--- src/rtl/rom_arbiter.sv ---
// Two-requester ROM arbiter: load has priority, fetch is protected from starvation.
// Optional grant statistics are enabled with the ROM_ARBITER_STATS_EN macro.
module rom_arbiter #(
    parameter int ROM_LATENCY  = 1,
    parameter int STARVE_LIMIT = 4
) (
    input  logic       clk,
    input  logic       rst_n,
    input  logic       fetch_req,
    input  logic [7:0] fetch_addr,
    output logic       fetch_ack,
    input  logic       load_req,
    input  logic [7:0] load_addr,
    output logic       load_ack,
    output logic [7:0] rd_data,
    output logic       rom_en,
    output logic [7:0] rom_addr,
    input  logic [7:0] rom_data_in,
    output logic       busy,
    output logic       owner
`ifdef ROM_ARBITER_STATS_EN
    ,
    output logic [15:0] fetch_grants,
    output logic [15:0] load_grants
`endif
);

    localparam logic [1:0] IDLE  = 2'd0;
    localparam logic [1:0] ISSUE = 2'd1;
    localparam logic [1:0] WAIT  = 2'd2;
    localparam logic [1:0] RESP  = 2'd3;

    localparam logic [3:0] STARVE_MAX = 4'(STARVE_LIMIT);
    localparam logic [2:0] LAST_WAIT  = 3'(ROM_LATENCY - 1);

    logic [1:0] state;
    logic [2:0] wait_cnt;
    logic [3:0] starve;
    logic       grant_any;
    logic       grant_fetch;

    // Fetch wins only when alone or once load has been granted STARVE_LIMIT times in a row.
    always_comb begin
        grant_any   = fetch_req | load_req;
        grant_fetch = fetch_req & (~load_req | (starve == STARVE_MAX));
    end

    always_ff @(posedge clk or negedge rst_n) begin
        if (!rst_n) begin
            state    <= IDLE;
            wait_cnt <= '0;
            starve   <= '0;
            rom_addr <= '0;
            rd_data  <= '0;
            owner    <= 1'b0;
        end else begin
            case (state)
                IDLE: begin
                    if (grant_any) begin
                        state    <= ISSUE;
                        owner    <= ~grant_fetch;
                        rom_addr <= grant_fetch ? fetch_addr : load_addr;
                        if (grant_fetch) begin
                            starve <= '0;
                        end else if (fetch_req && (starve < STARVE_MAX)) begin
                            starve <= starve + 4'd1;
                        end
                    end
                end
                ISSUE: begin
                    state    <= WAIT;
                    wait_cnt <= '0;
                end
                WAIT: begin
                    if (wait_cnt == LAST_WAIT) begin
                        state   <= RESP;
                        rd_data <= rom_data_in;
                    end else begin
                        wait_cnt <= wait_cnt + 3'd1;
                    end
                end
                RESP: begin
                    state <= IDLE;
                end
                default: begin
                    state <= IDLE;
                end
            endcase
        end
    end

    assign rom_en    = (state == ISSUE);
    assign busy      = (state != IDLE);
    assign fetch_ack = (state == RESP) & ~owner;
    assign load_ack  = (state == RESP) & owner;

`ifdef ROM_ARBITER_STATS_EN
    always_ff @(posedge clk or negedge rst_n) begin
        if (!rst_n) begin
            fetch_grants <= '0;
            load_grants  <= '0;
        end else if ((state == IDLE) && grant_any) begin
            if (grant_fetch) begin
                if (fetch_grants != '1) fetch_grants <= fetch_grants + 16'd1;
            end else begin
                if (load_grants != '1) load_grants <= load_grants + 16'd1;
            end
        end
    end
`endif

endmodule

--- config.mk ---
export PLATFORM = sky130hd
export DESIGN_NAME = rom_arbiter
export DESIGN_NICKNAME = d
export VERILOG_FILES = /design/src/rtl/rom_arbiter.sv
export SDC_FILE = /design/constraint.sdc
export NUM_CORES = 1
export LEC_CHECK = 0
export ABC_CLOCK_PERIOD_IN_PS = 2660
export CAP_MARGIN = 20
export CORE_MARGIN = 3
export CORE_UTILIZATION = 47
export CTS_CLUSTER_SIZE = 10
export DETAILED_ROUTE_END_ITERATION = 12
export PLACE_DENSITY = 0.9
export SLEW_MARGIN = 25
export SYNTH_ARGS = -nofsm -noshare
export SYNTH_HDL_FRONTEND = slang
export SYNTH_SLANG_ARGS = --single-unit
--- constraint.sdc ---
create_clock -name clk -period 2.66 [get_ports clk]
set_input_delay 0.399 -clock clk [delete_from_list [all_inputs] [get_ports clk]]
set_output_delay 0.399 -clock clk [all_outputs]
set_load 0.005 [all_outputs]
==> results of run 1 <==
kinds of logic after synthesis:
logic type	share of synthesized area, %
fa+ha+maj	7.678
compound gates	10.17
mux	16.51
flops	49.90
buf+inv	3.839
simple gates	11.90
sequential cells by signal (all words and copies together), names as in the netlist:
name / count
rd_data: 8
rom_addr: 8
starve: 4
wait_cnt: 3
state: 2
owner: 1
final timing paths:
check / from / endpoint / slack [ps] / depth (start not counted)
max: state[0] / busy / 500 / 4
min in group clk: rd_data[3] / rd_data[3] / 530 / 1
min reg2reg: rd_data[3] / rd_data[3] / 530 / 1
max reg2reg: state[0] / rom_addr[6] / 1030 / 6
max in group asynchronous: rst_n / starve[1] / 2000 / 2
min: rst_n / wait_cnt[0] / 420 / 2
cells in the mapped netlist, types with 2 or more instances:
cell	n	area share, %
sky130_fd_sc_hd__dfrtp_1	26	50
sky130_fd_sc_hd__mux2_2	12	10
sky130_fd_sc_hd__nor2_1	11	3.2
sky130_fd_sc_hd__a21oi_2	8	5.4
sky130_fd_sc_hd__ha_1	8	7.7
sky130_fd_sc_hd__mux2i_1	8	6.1
sky130_fd_sc_hd__inv_1	7	2.0
sky130_fd_sc_hd__nand2_1	4	1.2
sky130_fd_sc_hd__nor2b_1	3	1.4
sky130_fd_sc_hd__o21ai_0	3	1.2
sky130_fd_sc_hd__nand2b_1	2	0.96
sky130_fd_sc_hd__nand3_1	2	0.77
cell usage in the layout, fill, tap and decap left out, types with 2 or more instances in the layout:
cell type and n:
sky130_fd_sc_hd__inv_1 7, sky130_fd_sc_hd__nor2_1 11, sky130_fd_sc_hd__ha_1 8, sky130_fd_sc_hd__dfrtp_1 26
sky130_fd_sc_hd__a21oi_2 8, sky130_fd_sc_hd__buf_4 2, sky130_fd_sc_hd__nand2b_1 2, sky130_fd_sc_hd__nand3_1 2
sky130_fd_sc_hd__mux2i_1 8, sky130_fd_sc_hd__o21ai_0 3, sky130_fd_sc_hd__mux2_2 12, sky130_fd_sc_hd__clkdlybuf4s50_1 48
sky130_fd_sc_hd__nor2b_1 3, sky130_fd_sc_hd__clkbuf_4 3, sky130_fd_sc_hd__nand2_1 4
routing by layer:
metal,share of wire (%),routed length [µm],track usage [%],vias to the layer above
met5,0,0,0,-
met2,48,1335,30.78,45
met3,10,285,6.140,9
li1,-,-,-,474
met1,39,1094,21.69,467
met4,2.4,68,8.414,0
metrics by stage:
| stage | util (%) | total power [mW] | hold slack [ps] |
|---|---|---|---|
| final | 72.66 | 1.842 | 419.6 |
| after global routing | 72.66 | 1.992 | 424.3 |
| after CTS | 72.66 | 1.868 | 420.6 |
| after detailed placement | 70.61 | 1.588 | 497.1 |
| after global placement | 70.61 | 1.540 | 485.3 |
| after floorplan | - | 1.136 | 103.4 |
area by class of cell:
class | count | area, µm² | share of cell area (%)
Sequential cell | 26 | 650.6 | 34.88
Timing Repair Buffer | 50 | 495.5 | 26.56
Clock inverter | 1 | 30.03 | 1.610
Clock buffer | 3 | 22.52 | 1.207
Tap cell | 30 | 37.54 | 2.012
Multi-Input combinational cell | 74 | 603.1 | 32.33
Inverter | 7 | 26.28 | 1.408
power by group:
| group | internal (mW) | leakage, nW | total (mW) | switching [mW] |
|---|---|---|---|---|
| Clock | 0.152 | 0.0279 | 0.277 | 0.124 |
| Sequential | 0.563 | 0.309 | 0.668 | 0.105 |
| Combinational | 0.539 | 0.463 | 0.898 | 0.360 |
| Total | 1.25 | 0.800 | 1.84 | 0.588 |
worst max-delay path: stages, from the launching register on:
cell and delay, ps:
sky130_fd_sc_hd__dfrtp_1 430, sky130_fd_sc_hd__inv_1 90, sky130_fd_sc_hd__ha_1 260, sky130_fd_sc_hd__inv_1 130
sky130_fd_sc_hd__clkdlybuf4s50_1 520
==> impl_metrics.py, run 1 <==
metrics = {
    "die": {
        "core_area_um2": 2567,
        "die_area_um2": 3442,
        "boundaryPins": 49,
        "fp-row-count": 18,
        "die_height_um": 58.67,
        "die-width_um": 58.67,
        "initial_utilization_pct": 50.78,
    },
    "critical_path": {
        "worstSetupEndpointType": "output port",
        "worst_ep_required_time_ps": 2260,
        "crit_path_max_fanout": 5,
        "timing.critical_path.arrival_ps": 1760,
        "setup.worst_path.class": "reg2out",
        "start_kind": "flip-flop",
    },
    "placed_design": {
        "placed_cell_area_um2": 1813,
        "place.detailed.instances": 187,
        "pre_cts_ws_ps": 865.5,
        "place.detailed.hpwl_mm": 2.183,
        "io_buffer_count": 48,
        "finalWeightedCongestion": 0.7899,
    },
    "clock_network": {
        "h-tree-depth": 1,
        "cts-root-buf": "sky130_fd_sc_hd__clkbuf_4",
        "cts-buffers-inserted": 3,
        "cts_setup_buffers": 0,
        "clock_edge_transition_at_the_registers_on_the_reported_setup_and_hold_paths_ps": 150,
        "cts_resized": 0,
        "clock_insertion_delay_worst_skew_ps": 330,
        "post_cts_hold_buffer_count": 0,
        "tritoncts_num_sinks": 26,
        "cts_max_path_buffers": 2,
        "clock_tree_from_tritoncts": "yes",
    },
    "synthesis": {
        "postSynthNetCount": 146,
        "yosys_register_bits": 26,
        "number_of_distinct_library_cells_after_synthesis": 28,
        "number_of_enable_flip_flop_cells_after_synthesis": 0,
        "postSynthCellCount": 110,
        "ys_async_sr_fraction_pct": 100.0,
        "yosysSeqAreaShare_pct": 49.90,
        "ys.flop_type": "sky130_fd_sc_hd__dfrtp_1",
        "mapped_avg_cell_area_um2": 11.85,
        "yosysWarningCount": 0,
        "mappedNetlistArea_um2": 1304,
    },
    "timing": {
        "max_slew.worst_pin.slew_ps": 470.6,
        "finalWorstSetupSlack_ps": 499.0,
        "final_hold_viol_count": 0,
        "period_minus_slack_ps": 2161,
        "timing.final.crit_share_pct": 81.24,
        "finalSetupTns_ps": 0,
        "finClkSkew_ps": 2.413,
        "timing.final.max_slew_violations": 0,
        "report.final.setup_viol": 0,
        "max_freq_mhz": 462.7,
        "max-slew-margin-rel_pct": 68.55,
        "rsz0062_at_grt": "no",
    },
    "layout": {
        "diodes": 0,
        "area.growth.synth_to_final_pct": 43.09,
        "drive_above_1_share_pct": 19.25,
        "final_cell_area_um2": 1866,
        "finalNetCount": 198,
        "final.fill_count": 208,
        "post_layout_nonfiller_instances": 191,
    },
    "grt": {
        "first_global_vias": 1103,
        "global_route_wire_length_before_repair_mm": 4.885,
        "grt_antenna_before_repair": 0,
        "track_usage_pct": 18.52,
        "grt_max_degree": 27,
        "congestion_overflow_gr": 0,
    },
    "outcome": {
        "run_status": "complete, no violations",
    },
    "power_and_ir_drop": {
        "cellPowerDensity_nw_per_um2": 987.5,
        "vdd_ir_drop_max_mv": 0.5813,
        "power_leakage_nw": 0.8003,
    },
    "run": {
        "maxCapViolCount": 0,
    },
    "drt": {
        "detailedRoute.firstIterationViolations": 11,
        "drc_errors": 0,
        "drtPass1Iterations": 4,
        "post_drt_wl_per_cell_um": 14.57,
        "ant_nets": 0,
        "num_vias": 995,
        "wirelength_mm": 2.783,
        "routed_via_density": 5.209,
    },
    "worst_hold_path": {
        "holdCritPathClass": "in2async",
    },
}
Power figures use the tool's default switching activity.
==> run 2, diff against run 1 <==
--- a/config.mk
+++ b/config.mk
@@ -5,13 +5,13 @@
 export SDC_FILE = /design/constraint.sdc
 export NUM_CORES = 1
 export LEC_CHECK = 0
-export ABC_CLOCK_PERIOD_IN_PS = 2660
+export ABC_CLOCK_PERIOD_IN_PS = 2110
 export CAP_MARGIN = 20
 export CORE_MARGIN = 3
-export CORE_UTILIZATION = 47
+export CORE_UTILIZATION = 43
 export CTS_CLUSTER_SIZE = 10
 export DETAILED_ROUTE_END_ITERATION = 12
-export PLACE_DENSITY = 0.9
+export PLACE_DENSITY = 0.84
 export SLEW_MARGIN = 25
 export SYNTH_ARGS = -nofsm -noshare
 export SYNTH_HDL_FRONTEND = slang
==> constraint.sdc (replaced) <==
create_clock -name clk -period 2.11 [get_ports clk]
set_input_delay 0.3165 -clock clk [delete_from_list [all_inputs] [get_ports clk]]
set_output_delay 0.3165 -clock clk [all_outputs]
set_load 0.005 [all_outputs]
==> run 2 against run 1 <==
Sequential share of layout area is 0.14 points higher. Non-clock buffer count rose by 1. Clock power decreased by 10%. Combinational power grew 27%. Routed wire length fell by 8.9%. Power increased by 21%. First-iteration DRC count unchanged. Die area increased by 8.3%. Final cell count grew 1.0%. Sequential power up 24%. Critical endpoint unchanged.
==> impl_metrics.py, run 2 (same netlist as run 1, synthesis figures left out) <==
metrics = {
    "outcome": {
        "run_status": "complete, no violations",
    },
    "power_and_ir_drop": {
        "p_sw_uw": 715.4,
        "vdd_ir_drop_max_mv": 0.6082,
        "cellPowerDensity_nw_per_um2": 1196,
        "power.share.switching_pct": 32.19,
        "p_int_mw": 1.507,
        "clock_power_share_pct": 11.2,
        "power_leakage_nw": 0.7978,
        "share_seq_of_total_power_pct": 37.4,
        "design_power_total_mw": 2.223,
        "power_frac_comb_pct": 51.4,
    },
    "placed_design": {
        "place.detailed.hpwl_mm": 2.046,
        "pre_cts_ws_ps": 407.7,
        "finalWeightedCongestion": 0.6949,
        "placed_cell_area_um2": 1814,
        "io_buffer_count": 48,
        "place.detailed.instances": 188,
    },
    "grt": {
        "track_usage_pct": 15.11,
        "grt_antenna_before_repair": 0,
        "global_route_wire_length_before_repair_mm": 4.160,
        "congestion_overflow_gr": 0,
        "grt_max_degree": 27,
        "first_global_vias": 989,
    },
    "drt": {
        "drtPass1Iterations": 4,
        "wirelength_mm": 2.534,
        "post_drt_wl_per_cell_um": 13.13,
        "ant_nets": 0,
        "routed_via_density": 5.150,
        "detailedRoute.firstIterationViolations": 11,
        "drc_errors": 0,
        "num_vias": 994,
    },
    "timing": {
        "rsz0062_at_grt": "no",
        "final_hold_viol_count": 0,
        "max_freq_mhz": 505.2,
        "finalSetupTns_ps": 0,
        "finalWorstSetupSlack_ps": 130.7,
        "final.hold.worst_slack_ps": 330.6,
        "timing.final.max_slew_violations": 0,
        "max-slew-margin-rel_pct": 69.66,
        "period_minus_slack_ps": 1979,
        "finClkSkew_ps": 11.30,
        "timing.final.crit_share_pct": 93.81,
        "max_slew.worst_pin.slew_ps": 454.0,
        "report.final.setup_viol": 0,
    },
    "layout": {
        "final.fill_count": 222,
        "post_layout_nonfiller_instances": 193,
        "mostFrequentLayoutCells": "sky130_fd_sc_hd__clkdlybuf4s50_1 (48), sky130_fd_sc_hd__dfrtp_1 (26), sky130_fd_sc_hd__mux2_2 (12)",
        "area.growth.synth_to_final_pct": 42.51,
        "final_cell_area_um2": 1858,
        "drive_above_1_share_pct": 20.37,
        "diodes": 0,
        "mostFrequentLayoutCell": "sky130_fd_sc_hd__clkdlybuf4s50_1",
        "finalNetCount": 199,
        "biggestRegsByFlops": "rd_data x8, rom_addr x8, starve x4",
        "postLayoutCoreUtil_pct": 65.68,
    },
    "die": {
        "die-width_um": 61.07,
        "die_area_um2": 3729,
        "die_height_um": 61.07,
        "initial_utilization_pct": 46.09,
        "core_area_um2": 2829,
        "fp-row-count": 19,
        "boundaryPins": 49,
    },
    "critical_path": {
        "rr_endpoint": "rom_addr[3]",
        "crit_path_max_fanout": 5,
        "critPathBufInv": 3,
        "setup.worst_path.class": "reg2out",
        "worst_r2r_startpoint": "starve[0]",
        "worstPathCellList": "inv_1 > ha_1 > inv_2 > clkdlybuf4s50_1",
        "worst_path_largest_cell_delay_ps": 500,
        "worstSetupEndpointType": "output port",
        "regToRegSetupSlack_ps": 500,
        "worst_ep_required_time_ps": 1790,
        "timing.critical_path.arrival_ps": 1660,
        "r2r.worst_path.cells": 7,
        "cp_slowest_cell": "sky130_fd_sc_hd__clkdlybuf4s50_1",
        "crit_family": "buffers and inverters",
        "start_kind": "flip-flop",
    },
    "run": {
        "maxCapViolCount": 0,
    },
    "clock_network": {
        "cts-root-buf": "sky130_fd_sc_hd__clkbuf_4",
        "tritoncts_num_sinks": 26,
        "clock_tree_from_tritoncts": "yes",
        "post_cts_hold_buffer_count": 0,
        "cts-buffers-inserted": 3,
        "clock_insertion_delay_worst_skew_ps": 320,
        "h-tree-depth": 1,
        "clock_edge_transition_at_the_registers_on_the_reported_setup_and_hold_paths_ps": 140,
        "cts_max_path_buffers": 2,
    },
    "worst_hold_path": {
        "holdCritPathClass": "in2async",
    },
}
run 2: changes by cell type in the layout (fill, tap and decap cells not counted), sizes merged:
cell and change:
buf +1, bufinv -1, clkbuf +1
run 2: cell type report:
cell class	count	area, µm²	share of cell area [%]
Multi-Input combinational cell	74	603.1	32.46
Tap cell	31	38.79	2.088
Sequential cell	26	650.6	35.02
Timing Repair Buffer	51	503.0	27.07
Clock buffer	4	36.28	1.953
Inverter	7	26.28	1.414
run 2: worst max-delay path by stage:
stage	from	end	slack [ps]	depth (start not counted)
floorplan	starve[0]	rom_addr[0]	660	7
global placement	state[0]	busy	450	4
detailed placement	state[0]	busy	410	4
CTS	state[0]	busy	40	4
global route	state[0]	fetch_ack	30	4
finish	state[1]	busy	130	4
run 2: metal layers:
metal / GRT usage [%] / vias up / wire length, µm
li1: - / 476 / -
met2: 27.34 / 44 / 1252
met5: 0 / - / 0
met1: 16.36 / 467 / 963
met4: 5.573 / 0 / 53
met3: 4.822 / 7 / 264
run 2: what timing repair did:
item                                    in CTS  in global routing
setup buffers                                0                  1
gates resized for setup                      0                  1
endpoints found under the setup margin       0                  1
run 2: power groups by stage:
stage	logic, mW	registers (mW)	clock network, mW
3_5_place_dp	1.14	0.854	0
6_report	1.14	0.831	0.249
3_3_place_gp	1.10	0.841	0
4_1_cts	1.14	0.841	0.256
2_1_floorplan	0.583	0.849	0
5_1_grt	1.27	0.862	0.272
